File: config.mk
export PLATFORM = sky130hd
export DESIGN_NAME = cordic_stream_matcher
export DESIGN_NICKNAME = d
export VERILOG_FILES = /design/src/rtl/strmatch_pkg.sv /design/src/rtl/cordic_rotation_iter.sv /design/src/rtl/cordic_stream_matcher.sv
export SDC_FILE = /design/constraint.sdc
export NUM_CORES = 1
export LEC_CHECK = 0
export ABC_CLOCK_PERIOD_IN_PS = 7310
export CAP_MARGIN = 20
export CORE_AREA = 3 3 262 264
export DETAILED_ROUTE_END_ITERATION = 10
export DIE_AREA = 0 0 265 267
export GPL_ROUTABILITY_DRIVEN = 1
export PLACE_DENSITY = 0.49
export SYNTH_ARGS = -nofsm -noshare
export SYNTH_HDL_FRONTEND = slang
export SYNTH_HIERARCHICAL = 1
export SYNTH_SLANG_ARGS = --single-unit
File: constraint.sdc
create_clock -name i_clk -period 7.31 [get_ports i_clk]
set_input_delay 1.462 -clock i_clk [delete_from_list [all_inputs] [get_ports i_clk]]
set_output_delay 1.462 -clock i_clk [all_outputs]
set_load 0.02 [all_outputs]
File: src/rtl/strmatch_pkg.sv
// Shared constants and types for the CORDIC stream matcher.
//   ATAN_TABLE  : atan(2^-i) in Q.24, i = 0..25
//   CORDIC_INIT : 1/K (CORDIC gain) in Q.24, used as x0 so |x_final| ~ ONE
//   PI_Q, HALF_PI_Q, ONE_Q : Q.24 angle/unit constants
//   state_t     : matcher FSM state encoding
package strmatch_pkg;

    localparam int ATAN_N = 26;

    localparam logic signed [31:0] ATAN_TABLE [0:ATAN_N-1] = '{
        32'sd13176800, 32'sd7778716, 32'sd4110060, 32'sd2086331,
        32'sd1047214,  32'sd524117,  32'sd262123,  32'sd131069,
        32'sd65536,    32'sd32768,   32'sd16384,   32'sd8192,
        32'sd4096,     32'sd2048,    32'sd1024,    32'sd512,
        32'sd256,      32'sd128,     32'sd64,      32'sd32,
        32'sd16,       32'sd8,       32'sd4,       32'sd2,
        32'sd1,        32'sd1
    };

    localparam logic signed [31:0] CORDIC_INIT = 32'sd10188016;
    localparam logic signed [31:0] PI_Q        = 32'sd52707184;
    localparam logic signed [31:0] HALF_PI_Q   = PI_Q >>> 1;
    localparam logic signed [31:0] ONE_Q       = 32'sd16777216;
    localparam int                 FRAC_BITS   = 24;

    typedef enum logic [2:0] {
        ST_IDLE      = 3'd0,
        ST_EVAL_PREP = 3'd1,
        ST_EVAL_ITER = 3'd2,
        ST_EVAL_ACC  = 3'd3,
        ST_DECIDE    = 3'd4
    } state_t;

endpackage

File: src/rtl/cordic_rotation_iter.sv
// Iterative rotation-mode CORDIC, one micro-rotation per clock.
// Ports:
//   i_clk, i_rst_n      : clock, async active-low reset
//   i_start             : load x0/y0/z0 and begin ITER iterations
//   i_x0, i_y0, i_z0    : initial vector and residual angle (Q.24)
//   o_done              : high in the cycle whose clock edge performs the last
//                         iteration; o_x/o_y are final from the next cycle on
//   o_x, o_y            : current vector
module cordic_rotation_iter
    import strmatch_pkg::*;
#(
    parameter int DATA_W = 32,
    parameter int ITER   = 24
) (
    input  logic                     i_clk,
    input  logic                     i_rst_n,
    input  logic                     i_start,
    input  logic signed [DATA_W-1:0] i_x0,
    input  logic signed [DATA_W-1:0] i_y0,
    input  logic signed [DATA_W-1:0] i_z0,
    output logic                     o_done,
    output logic signed [DATA_W-1:0] o_x,
    output logic signed [DATA_W-1:0] o_y
);
    localparam int             IW   = 5;
    localparam logic [IW-1:0]  LAST = IW'(ITER - 1);

    logic signed [DATA_W-1:0] r_x, r_y, r_z;
    logic [IW-1:0]            r_i;
    logic                     r_busy;
    logic signed [DATA_W-1:0] w_xs, w_ys, w_atan;
    logic                     w_rot_pos;

    always_comb begin
        w_xs      = r_x >>> r_i;
        w_ys      = r_y >>> r_i;
        w_atan    = DATA_W'(ATAN_TABLE[r_i]);
        w_rot_pos = ~r_z[DATA_W-1];
    end

    always_ff @(posedge i_clk or negedge i_rst_n) begin
        if (!i_rst_n) begin
            r_x    <= '0;
            r_y    <= '0;
            r_z    <= '0;
            r_i    <= '0;
            r_busy <= 1'b0;
        end else if (i_start) begin
            r_x    <= i_x0;
            r_y    <= i_y0;
            r_z    <= i_z0;
            r_i    <= '0;
            r_busy <= 1'b1;
        end else if (r_busy) begin
            // Rotate toward z = 0: positive residual rotates counter-clockwise.
            if (w_rot_pos) begin
                r_x <= r_x - w_ys;
                r_y <= r_y + w_xs;
                r_z <= r_z - w_atan;
            end else begin
                r_x <= r_x + w_ys;
                r_y <= r_y - w_xs;
                r_z <= r_z + w_atan;
            end
            if (r_i == LAST) begin
                r_busy <= 1'b0;
            end else begin
                r_i <= r_i + 1'b1;
            end
        end
    end

    assign o_done = r_busy && (r_i == LAST);
    assign o_x    = r_x;
    assign o_y    = r_y;

endmodule

File: src/rtl/cordic_stream_matcher.sv
// Streaming binary pattern matcher scored by a time-shared CORDIC engine.
// Each full M-symbol window is scored as sum(cos(text - pattern)) and flagged
// when mismatches <= kmax (and the score agrees).
// Optional build macro: STRMATCH_EARLY_EXIT_EN -- stop scoring a window as soon
// as its mismatch count exceeds kmax.
// Ports:
//   i_clk, i_rst_n               : clock, async active-low reset
//   i_sym_valid/o_sym_ready      : text symbol handshake, i_sym_data symbol bit
//   i_pattern                    : bit 0 compares with the oldest window symbol
//   i_kmax                       : allowed mismatches
//   o_match_valid                : one-cycle result strobe
//   o_match_flag/pos/score       : result, held between strobes
//
// state     | meaning
// IDLE      | accept symbols; start a window once M are held
// EVAL_PREP | form quadrant-folded angle and x0 for element e
// EVAL_ITER | CORDIC engine rotating (ITER cycles)
// EVAL_ACC  | add x_final to the score, count mismatches, advance e
// DECIDE    | strobe the registered result
module cordic_stream_matcher
    import strmatch_pkg::*;
#(
    parameter int M      = 4,
    parameter int ITER   = 24,
    parameter int DATA_W = 32,
    parameter int POS_W  = 16,
    localparam int KW      = $clog2(M + 1),
    localparam int SCORE_W = DATA_W + $clog2(M) + 1
) (
    input  logic                      i_clk,
    input  logic                      i_rst_n,
    input  logic                      i_sym_valid,
    output logic                      o_sym_ready,
    input  logic                      i_sym_data,
    input  logic [M-1:0]              i_pattern,
    input  logic [KW-1:0]             i_kmax,
    output logic                      o_match_valid,
    output logic                      o_match_flag,
    output logic [POS_W-1:0]          o_match_pos,
    output logic signed [SCORE_W-1:0] o_match_score
);
    localparam int                        EW       = $clog2(M);
    localparam logic [KW-1:0]             FILL_MAX = KW'(M);
    localparam logic [KW-1:0]             FILL_TRG = KW'(M - 1);
    localparam logic [EW-1:0]             E_LAST   = EW'(M - 1);
    localparam logic signed [DATA_W-1:0]  PI_D     = DATA_W'(PI_Q);
    localparam logic signed [DATA_W-1:0]  HPI_D    = DATA_W'(HALF_PI_Q);
    localparam logic signed [DATA_W-1:0]  INIT_D   = DATA_W'(CORDIC_INIT);
    localparam logic signed [SCORE_W-1:0] HALF_ONE = SCORE_W'(ONE_Q >>> 1);

    state_t                    r_state, w_state_nxt;
    logic [M-1:0]              r_win, r_pat;
    logic [KW-1:0]             r_fill, r_kmax, r_mis, w_mis_nxt;
    logic [EW-1:0]             r_e;
    logic [POS_W-1:0]          r_count, r_pos;
    logic signed [SCORE_W-1:0] r_acc, r_score, w_acc_nxt, w_thresh;
    logic [SCORE_W-1:0]        w_thr_u;
    logic                      r_flag, w_flag_nxt, w_accept, w_start, w_done, w_early;
    logic signed [DATA_W-1:0]  w_delta, w_x0, w_z0, w_x, w_y_unused;

    cordic_rotation_iter #(.DATA_W(DATA_W), .ITER(ITER)) u_cordic (
        .i_clk   (i_clk),
        .i_rst_n (i_rst_n),
        .i_start (w_start),
        .i_x0    (w_x0),
        .i_y0    ('0),
        .i_z0    (w_z0),
        .o_done  (w_done),
        .o_x     (w_x),
        .o_y     (w_y_unused)
    );

    assign w_accept = (r_state == ST_IDLE) && i_sym_valid;

    // Element angle difference, folded into [-pi/2, pi/2] so the CORDIC
    // converges; the lost half-turn is restored by negating x0.
    always_comb begin
        w_delta = '0;
        if (r_win[r_e]) w_delta = w_delta + PI_D;
        if (r_pat[r_e]) w_delta = w_delta - PI_D;
        w_z0 = w_delta;
        w_x0 = INIT_D;
        if (w_delta > HPI_D) begin
            w_z0 = w_delta - PI_D;
            w_x0 = -INIT_D;
        end else if (w_delta < -HPI_D) begin
            w_z0 = w_delta + PI_D;
            w_x0 = -INIT_D;
        end
    end

    always_comb begin
        w_acc_nxt = r_acc + {{(SCORE_W-DATA_W){w_x[DATA_W-1]}}, w_x};
        w_mis_nxt = r_mis + {{(KW-1){1'b0}}, w_x[DATA_W-1]};
        // (M - 2K) * ONE - ONE/2, formed in two's complement at score width
        w_thr_u   = (SCORE_W'(M) - (SCORE_W'(r_kmax) << 1)) << FRAC_BITS;
        w_thresh  = $signed(w_thr_u) - HALF_ONE;
        w_flag_nxt = (r_kmax >= FILL_MAX) ||
                     ((w_mis_nxt <= r_kmax) && (w_acc_nxt >= w_thresh));
`ifdef STRMATCH_EARLY_EXIT_EN
        w_early = (w_mis_nxt > r_kmax);
`else
        w_early = 1'b0;
`endif
    end

    always_comb begin
        w_state_nxt = r_state;
        w_start     = 1'b0;
        case (r_state)
            ST_IDLE:      if (w_accept && (r_fill >= FILL_TRG)) w_state_nxt = ST_EVAL_PREP;
            ST_EVAL_PREP: begin
                w_start     = 1'b1;
                w_state_nxt = ST_EVAL_ITER;
            end
            ST_EVAL_ITER: if (w_done) w_state_nxt = ST_EVAL_ACC;
            ST_EVAL_ACC:  w_state_nxt = ((r_e == E_LAST) || w_early) ? ST_DECIDE : ST_EVAL_PREP;
            ST_DECIDE:    w_state_nxt = ST_IDLE;
            default:      w_state_nxt = ST_IDLE;
        endcase
    end

    always_ff @(posedge i_clk or negedge i_rst_n) begin
        if (!i_rst_n) begin
            r_state <= ST_IDLE;
            r_win   <= '0;
            r_pat   <= '0;
            r_fill  <= '0;
            r_kmax  <= '0;
            r_mis   <= '0;
            r_e     <= '0;
            r_count <= '0;
            r_acc   <= '0;
            r_flag  <= 1'b0;
            r_pos   <= '0;
            r_score <= '0;
        end else begin
            r_state <= w_state_nxt;
            if (w_accept) begin
                r_win   <= {i_sym_data, r_win[M-1:1]};
                r_count <= r_count + 1'b1;
                if (r_fill != FILL_MAX) r_fill <= r_fill + 1'b1;
                if (w_state_nxt == ST_EVAL_PREP) begin
                    r_pat  <= i_pattern;
                    r_kmax <= i_kmax;
                    r_acc  <= '0;
                    r_mis  <= '0;
                    r_e    <= '0;
                end
            end
            if (r_state == ST_EVAL_ACC) begin
                r_acc <= w_acc_nxt;
                r_mis <= w_mis_nxt;
                r_e   <= r_e + 1'b1;
                if (w_state_nxt == ST_DECIDE) begin
                    r_flag  <= w_flag_nxt;
                    r_score <= w_acc_nxt;
                    r_pos   <= r_count - POS_W'(M);
                end
            end
        end
    end

    assign o_sym_ready   = (r_state == ST_IDLE);
    assign o_match_valid = (r_state == ST_DECIDE);
    assign o_match_flag  = r_flag;
    assign o_match_pos   = r_pos;
    assign o_match_score = r_score;

endmodule
==> results of run 1 <==
cell type report:
type                       instances  area share (%)
tap                              873           4.176
clock inverter                    17           1.282
inverter                          83           1.196
timing repair buffer             129           4.621
multi-input combinational       2321           63.80
sequential                       227           21.77
clock buffer                      39           3.153
worst max-delay path, stage by stage (launching register included):
cell and delay (ns):
dfrtp_4 0.77, buf_4 0.27, inv_2 0.09, ha_1 0.27
a22oi_1 0.24, a41o_1 0.27, nor4b_1 0.33, o21ai_1 0.20
or4_1 0.47, nor3_1 0.52, a31oi_1 0.37, xnor2_1 0.24
ha_1 0.38, a21o_1 0.22, a21oi_1 0.15, o21ai_0 0.12
a21oi_1 0.17, o41ai_1 0.12, buf_4 0.17, a221oi_1 0.35
o21ai_0 0.21, o41ai_1 0.36, or4_1 0.17, nand3_1 0.06
logic make-up (layout without fill, tap and decap cells):
group           count (synthesis)  count (layout)
compound gates                859             859
xor+xnor                      220             220
fa+ha+maj                     177             177
buf+inv                       236             268
flops                         227             227
mux                           217             217
other cells                     2              41
simple gates                  807             807
layer usage:
metal	global-route usage [%]	vias up
li1	-	10150
met1	29.81	10170
met2	35.30	525
met3	3.346	116
met4	6.005	2
met5	0	-
registers in the layout, indices dropped and copies added, names as in the netlist, 4 cells and up:
signal and flops:
r_acc 35, r_pat 4, u_cordic/o_x 32, o_match_score 35, o_match_pos 16, u_cordic/r_i 5
u_cordic/r_z 32, r_count 16, u_cordic/o_y 32, r_win 4
stage by stage:
stage	cells	area [sq um]
final	3689	26150
after global routing	3689	26150
after CTS	3688	26130
after detailed placement	3632	24970
after global placement	3632	24970
after floorplan	2784	23430
how the worst max path moves through the flow:
stage          slack [ns]  cells after the start            start               end
3_5_place_dp         0.54                     23  u_cordic/r_i[0]  u_cordic/r_z[29]
5_1_grt              0.02                     23  u_cordic/r_i[0]  u_cordic/r_z[29]
3_3_place_gp         0.58                     20  u_cordic/r_i[0]  u_cordic/o_y[30]
2_1_floorplan        1.29                     26  u_cordic/r_i[1]  u_cordic/r_z[28]
4_1_cts              0.49                     20  u_cordic/r_i[0]  u_cordic/o_y[30]
6_report             0.66                     23  u_cordic/r_i[0]  u_cordic/r_z[29]
repair_timing:
action	4_1_cts	5_1_grt
endpoints found under the hold margin	0	0
gates resized for setup	0	0
buffers inserted	0	1
setup endpoints to repair	0	5
cell usage after synthesis, types with 58 or more instances:
master / n
clkbuf_1: 89
xnor2_1: 140
ha_1: 173
inv_1: 77
xor2_1: 78
nor2_1: 190
mux2i_1: 101
a21oi_1: 226
nand2_1: 306
a21o_1: 67
dfrtp_1: 227
o21ai_0: 233
nor3_1: 58
==> impl_metrics.yaml, run 1 <==
routing:
  top_layer: "met5"
  drt_iter0_drc: 1439
  wire_per_inst_microns: 21.23
  dr_wl_met3_microns: 3986
  antenna_left: 0
  drcViolationCount: 0
  drt_wl_total_microns: 78310
  via_per_inst: 5.682
  wl_met1_microns: 36490
  dr.pass1.iters: 7
  num_vias: 20960
  wl_met2_microns: 35530
clocking:
  clock_sink_count: 227
  clk_pin_slew_worst_paths_ns: 0.06
  cts_tree: "built"
  clk-insertion-delay-late_ns: 0.63
  htree_levels: 1
  hold_buffers: 0
  max-clock-path-buffers: 3
  cts_inserted_buffers: 30
  root_buffer: "clkbuf_16"
synthesis:
  synth_xor_area_share_pct: 8.341
  yosysTopAreaCell: "dfrtp_1"
  yosys.area_share.adder_pct: 9.642
  synthTopCellsByArea: "dfrtp_1, ha_1, mux4_2"
  ys_ff_latch: 227
  synth_top_family_by_area: "compound AO/OA/AOI/OAI gates"
  synth_compound_area_share_pct: 23.32
  synth.distinct_cells: 105
  ys_seq_area_share_pct: 24.40
  yosys.area_share.simple_pct: 16.40
  syn_avg_cell_area_sq_um: 8.481
  yosys_warnings: 6
  synth-edff-count: 0
  synth.mux.area_fraction_pct: 13.28
  synthFlopType: "dfrtp_1"
  synth_top_area_share_pct: 24.40
  syn-instance-count: 2745
  syn_area_sq_mm: 0.02328
  synth-async-reset-ratio_pct: 100.0
sta:
  worst_slack_ns: 0.6639
  drv_slew: 0
  setup_viol: 0
  period_share_pct: 90.92
  slew_headroom_pct: 39.33
  whs_ns: 0.4701
  hold_violations: 0
  post-route-min-period_ns: 6.646
  skew_ns: 0.05019
  fmax_mhz: 150.5
  rsz0062_at_grt: "no"
  setup_tns_ns: 0
  worstMarginPinSlew_ns: 0.9046
die:
  die_x_microns: 265
  core_sq_mm: 0.06680
  rows: 95
  ios: 65
  die_y_microns: 267
  die_area_sq_mm: 0.07076
  initial_core_util_pct: 34.85
critical_path:
  end_kind: "flop"
  crit_required_ns: 7.82
  reg2reg_slack_ns: 0.66
  rr_worst_depth: 23
  regToRegEndpoint: "u_cordic/r_z[29]"
  worstSetupPathType: "reg -> reg"
  start_kind: "flop"
  path_max_fanout: 27
  worstPathArrival_ns: 7.16
  timing.rr.start: "u_cordic/r_i[0]"
min_path:
  whs_path_depth: 2
  hp-start: "r_win[0]"
  hold_path_class: "reg -> reg"
  hold_end: "r_win[0]"
flow_run:
  cap_violations: 0
cells_and_area:
  fill_cells: 6733
  drive_gt1_share_pct: 10.37
  final_common_cell: "nand2_1"
  multi_input_area_sq_mm: 0.01669
  seq_area_sq_mm: 0.005694
  utilization_pct: 39.15
  fin_nets: 2980
  diodes: 0
  final_cell_mix: "nand2_1, o21ai_0, a21oi_1"
  syn_to_final_growth_pct: 12.35
global_route:
  grt_start_max_net_pins: 199
  antenna_found_initial: 3
  grt_pass1_vias: 20360
  grt_util_all_layers_pct: 21.64
  grt_first_pass_wirelength_microns: 122000
  overflow: 0
run_status:
  status: "finished, final reports clean"
placement:
  hpwl_microns: 58210
  gp_congestion: 0.9441
  port_buffers: 64
  dp_slack_ns: 0.5406
Power of run 1 is left out: the tool's default activity adds up to more than one toggle a clock period on the data nets, which glitch-free logic cannot reach.
==> inputs of run 2 (changes only) <==
- ABC_AREA: default -> 1
- CORE_AREA: 3 3 262 264 -> 2 2 259 261
- DIE_AREA: 0 0 265 267 -> 0 0 261 263
==> run 2 against run 1 <==
Net effect: routed wire length fell by 2.0%; sequential cell count did not move; die area fell by 3.0%; design area fell by 2.6%; clock-buffer cell count rose by 4; utilization fell by 0.34 points; clock skew fell by 0.034 ns; critical path depth fell by 2; register-to-register slack improved by 1.1 ns; worst setup slack improved by 1.1 ns; synthesized area fell by 2.0%; global-route usage rose by 0.43 points; largest cell class unchanged.
==> impl_metrics.yaml, run 2 <==
run_status:
  status: "finished, final reports clean"
cells_and_area:
  final_cell_mix: "nand2_1, nand3_1, inv_1"
  diodes: 0
  drive_gt1_share_pct: 5.151
  utilization_pct: 38.81
  final_common_cell: "nand2_1"
  fin_nets: 3716
  instances_no_fill: 4417
  design_area_sq_mm: 0.02547
  syn_to_final_growth_pct: 11.62
placement:
  placed_area_sq_mm: 0.02434
  hpwl_microns: 58130
  dp_cells: 4359
  gp_congestion: 0.9356
  port_buffers: 64
sta:
  slew_headroom_pct: 29.09
  fmax_mhz: 179.2
  setup_tns_ns: 0
  worstMarginPinSlew_ns: 1.057
  period_share_pct: 76.32
  skew_ns: 0.01607
  post-route-min-period_ns: 5.579
  setup_viol: 0
  drv_slew: 0
  rsz0062_at_grt: "no"
  hold_violations: 0
synthesis:
  synth-async-reset-ratio_pct: 100.0
  yosys_warnings: 6
  ys_top_cells_by_count: "nand2_1, nand3_1, inv_1, nor2_1, dfrtp_1"
  synth-edff-count: 0
  yosys.area_share.simple_pct: 33.82
  synth.distinct_cells: 60
  syn-instance-count: 3491
  synth_top_area_share_pct: 24.89
  yosysTopAreaCell: "dfrtp_1"
  synth_top_family_by_area: "simple AND/OR/NAND/NOR gates"
  syn_area_sq_mm: 0.02282
  yosys.area_share.adder_pct: 9.837
  synthFlopType: "dfrtp_1"
  ys_ff_latch: 227
  synth_xor_area_share_pct: 7.167
  syn_avg_cell_area_sq_um: 6.536
  ys_seq_area_share_pct: 24.89
  synth.most_common_cell: "nand2_1"
  synth_compound_area_share_pct: 16.00
  synthTopCellsByArea: "dfrtp_1, nand2_1, ha_1"
  synth.mux.area_fraction_pct: 0.2413
clocking:
  root_buffer: "clkbuf_16"
  max-clock-path-buffers: 3
  clk-insertion-delay-late_ns: 0.61
  clock_sink_count: 227
  cts_tree: "built"
  clk_pin_slew_worst_paths_ns: 0.06
  htree_levels: 1
  hold_buffers: 0
  post-cts-setup-buffer-count: 0
  cts_resized: 0
  cts_inserted_buffers: 31
critical_path:
  regToRegEndpoint: "u_cordic/o_y[17]"
  timing.rr.start: "u_cordic/r_i[2]"
  cpMostUsedCell: "nand2_1"
  path_cells: "inv_2 -> nor2_1 -> nand3_1 -> nand2_1 -> nand3b_1 -> nand2_1 -> ha_1 -> o21ai_0 -> ha_1 -> a21oi_1 -> nand2_1 -> nand2_1 -> nand2_1 -> a21oi_1 -> o21ai_0 -> a21oi_1 -> o21ai_0 -> a21oi_1 -> or2_2 -> nand3_1 -> nand2_1"
  worstSetupPathType: "reg -> reg"
  path_max_fanout: 34
  start_kind: "flop"
  worstPathArrival_ns: 6.08
  cpPeakStageDelay_ns: 0.78
  crit_required_ns: 7.81
  reg2reg_slack_ns: 1.73
  slowest_stage: "dfrtp_2"
  rr_worst_depth: 21
  end_kind: "flop"
die:
  initial_core_util_pct: 34.77
  die_x_microns: 261
  ios: 65
  die_area_sq_mm: 0.06864
  die_y_microns: 263
  rows: 94
  core_sq_mm: 0.06563
global_route:
  antenna_found_initial: 0
  grt_first_pass_wirelength_microns: 122100
  top_usage_layer: "met2"
  use_met2_pct: 34.97
  use_met3_pct: 1.762
  grt_start_max_net_pins: 150
  grt_util_all_layers_pct: 22.07
  grtUsageMet1_pct: 32.52
  overflow: 0
  grt_pass1_vias: 21580
min_path:
  whs_path_depth: 2
  hold_path_class: "reg -> reg"
  hold_end: "o_match_pos[1]"
  hp-start: "o_match_pos[1]"
routing:
  num_vias: 22840
  antenna_left: 0
  dr.pass1.iters: 6
  drt_iter0_drc: 1696
  via_per_inst: 5.171
  wire_per_inst_microns: 17.37
  drt_wl_total_microns: 76740
  drcViolationCount: 0
flow_run:
  cap_violations: 0
-- run 2: changes by cell type in the layout (fill, tap and decap cells not counted), sizes merged, moves of 37 or more --
cell    previous run  this run
mux2i            101         1
nand3             54       372
inv               80       327
o211ai             9        48
nor2             191       262
mux2              51         4
a21o              67        10
mux4              65         0
xnor2            142        81
buf               66        27
a21oi            229       192
nand2            307      1090
-- run 2: cells by family after synthesis --
family | Yosys count
fa+ha+maj | 177
xor+xnor | 185
other cells | 2
buf+inv | 455
simple gates | 1818
compound gates | 622
mux | 5
flops | 227
-- run 2: cell type report --
cell class	instances	area, sq um
clock buffer	43	910.9
inverter	330	1240
tap	864	1081
sequential	227	5684
multi-input combinational	2848	15480
fill	7144	40160
clock inverter	15	221.5
timing repair buffer	90	853.3
-- run 2: worst max-delay path: cells and delay by family, from the launching register on --
family | cells | cell delay (ns)
AOI/OAI and AO/OA | 7 | 1.99
adders and majority gates | 2 | 0.51
buffers and inverters | 1 | 0.29
DFF | 1 | 0.78
and+or+nand+nor | 11 | 1.87
-- run 2: worst max-delay path by stage --
stage / startpoint / end / cells past startpoint
final: u_cordic/r_i[2] / u_cordic/o_y[17] / 21
after global routing: u_cordic/r_i[2] / u_cordic/o_y[17] / 21
after CTS: u_cordic/r_i[2] / u_cordic/o_y[17] / 21
after detailed placement: u_cordic/r_i[2] / u_cordic/o_y[17] / 21
after global placement: u_cordic/r_i[2] / u_cordic/o_y[17] / 21
after floorplan: u_cordic/r_i[0] / u_cordic/r_z[25] / 24
-- run 2: through the flow --
| step | setup WS [ns] | hold slack [ns] |
|---|---|---|
| floorplan | 3.214 | 0.4492 |
| finish | 1.731 | 0.4804 |
| global placement | 1.848 | 0.4635 |
| global route | 1.293 | 0.4991 |
| detailed placement | 1.798 | 0.4704 |
| CTS | 1.796 | 0.4847 |
-- run 2: layer usage --
| metal | vias up | wire length [microns] |
|---|---|---|
| met1 | 10620 | 37910 |
| met3 | 81 | 3002 |
| met4 | 0 | 1491 |
| li1 | 11670 | - |
| met5 | - | 0 |
| met2 | 473 | 34330 |
Power of run 2 is left out for the same reason.
==> inputs of run 3 (changes only) <==
- ABC_CLOCK_PERIOD_IN_PS: 7310 -> 5070
- PLACE_DENSITY: 0.49 -> 0.51
- clock period: 7.31 -> 5.07 ns (I/O delays scaled with it)
==> run 3 against run 2 <==
Net effect: sequential share of layout area fell by 0.36 points; non-clock buffer count grew 37; critical path type unchanged; critical endpoint unchanged; final cell count is 0.82% higher; routed wire length increased by 0.23%.
==> impl_metrics.yaml, run 3 (same netlist as run 2, synthesis figures left out) <==
sta:
  worstMarginPinSlew_ns: 0.8570
  hold_violations: 0
  fmax_mhz: 211.9
  post-route-min-period_ns: 4.719
  rsz0062_at_grt: "yes"
  slew_headroom_pct: 42.73
  period_share_pct: 93.08
  setup_viol: 0
  drv_slew: 0
  skew_ns: 0.03995
critical_path:
  cpPeakStageDelay_ns: 0.64
  start_kind: "flop"
  end_kind: "flop"
  reg2reg_slack_ns: 0.35
  crit_required_ns: 5.55
  path_max_fanout: 37
  slowest_stage: "o21ai_0"
  worstPathArrival_ns: 5.20
  timing.rr.start: "u_cordic/r_i[0]"
  cpMostUsedCell: "nand2_1"
  regToRegEndpoint: "u_cordic/o_y[17]"
  rr_worst_depth: 24
  path_cells: "inv_2 -> buf_16 -> nand2_1 -> nand3_1 -> nand3_1 -> nand3_1 -> nand2_1 -> nand2_1 -> nand2_1 -> ha_1 -> o21ai_0 -> ha_1 -> a21oi_1 -> nand2_1 -> nand2_1 -> nand2_1 -> a21oi_1 -> o21ai_0 -> a21oi_1 -> o21ai_0 -> a21oi_1 -> or2_2 -> nand3_1 -> nand2_1"
  worstSetupPathType: "reg -> reg"
routing:
  via_per_inst: 5.200
  num_vias: 23160
  drt_iter0_drc: 1781
  wl_met2_microns: 34500
  wire_per_inst_microns: 17.27
  antenna_left: 0
  dr_wl_met3_microns: 3235
  drcViolationCount: 0
  top_layer: "met5"
  dr.pass1.iters: 6
  drt_wl_total_microns: 76920
  wl_met1_microns: 37210
clocking:
  clk_pin_slew_worst_paths_ns: 0.06
  clock_sink_count: 227
  root_buffer: "clkbuf_16"
  clk-insertion-delay-late_ns: 0.63
  cts_inserted_buffers: 30
  max-clock-path-buffers: 3
  cts_tree: "built"
  htree_levels: 1
  hold_buffers: 0
global_route:
  grt_first_pass_wirelength_microns: 121300
  overflow: 0
  grt_pass1_vias: 21790
  grt_start_max_net_pins: 105
  antenna_found_initial: 1
  grt_util_all_layers_pct: 21.87
cells_and_area:
  fill_cells: 7061
  multi_input_area_sq_mm: 0.01553
  fin_nets: 3752
  instances_no_fill: 4453
  final_cell_mix: "nand2_1, nand3_1, inv_1"
  syn_to_final_growth_pct: 13.49
  final_common_cell: "nand2_1"
  drive_gt1_share_pct: 6.355
  seq_area_sq_mm: 0.005685
die:
  die_x_microns: 261
  initial_core_util_pct: 34.77
  die_area_sq_mm: 0.06864
  ios: 65
  rows: 94
  core_sq_mm: 0.06563
  die_y_microns: 263
placement:
  port_buffers: 64
  dp_cells: 4393
  gp_congestion: 0.9409
  hpwl_microns: 58650
run_status:
  status: "finished, final reports clean"
min_path:
  hold_path_class: "in -> async"
flow_run:
  cap_violations: 0
[run 3: worst max-delay path, delay by kind of cell (launching register included)]
family                     cells  cell delay (ns)
adders and majority gates      2             0.55
DFF                            1             0.43
AOI/OAI and AO/OA              7             1.80
buffers and inverters          2             0.37
and+or+nand+nor               13             1.42
[run 3: worst max-delay path by stage]
stage	to	slack (ns)	depth (start not counted)	from
2_1_floorplan	u_cordic/r_z[25]	0.97	24	u_cordic/r_i[0]
3_3_place_gp	u_cordic/o_x[29]	0.21	28	u_cordic/r_i[2]
3_5_place_dp	u_cordic/o_x[29]	0.22	28	u_cordic/r_i[2]
4_1_cts	u_cordic/o_x[29]	0.25	28	u_cordic/r_i[2]
5_1_grt	u_cordic/o_x[29]	-0.02	31	u_cordic/r_i[0]
6_report	u_cordic/o_y[17]	0.35	24	u_cordic/r_i[0]
[run 3: area by class of cell]
| type | count | area share (%) |
|---|---|---|
| multi-input combinational | 2848 | 59.98 |
| inverter | 330 | 4.798 |
| clock inverter | 20 | 1.218 |
| timing repair buffer | 127 | 4.769 |
| antenna | 1 | 0.009663 |
| clock buffer | 36 | 3.102 |
| tap | 864 | 4.174 |
| sequential | 227 | 21.95 |
[run 3: per-stage QoR]
step	instance area, sq um	utilization (%)	hold slack [ns]	setup slack, ns	TNS (ns)
after global placement	24670	37.59	0.4644	0.2094	0
after floorplan	22960	-	0.4492	0.9742	0
after global routing	25890	39.46	0.5036	-0.01837	-0.01837
after detailed placement	24670	37.59	0.4656	0.2208	0
after CTS	25790	39.29	0.4731	0.2502	0
final	25900	39.46	0.4507	0.3510	0
[run 3: metal layers]
metal	vias to the layer above	track usage [%]
met3	103	1.964
li1	11720	-
met1	10830	31.87
met5	-	0
met2	504	34.47
met4	2	5.682
[run 3: what timing repair did]
item,4_1_cts,5_1_grt
endpoints found under the setup margin,0,15
endpoints found under the hold margin,0,0
buffers inserted,0,2
resized for setup,0,21
Power of run 3 is left out for the same reason.
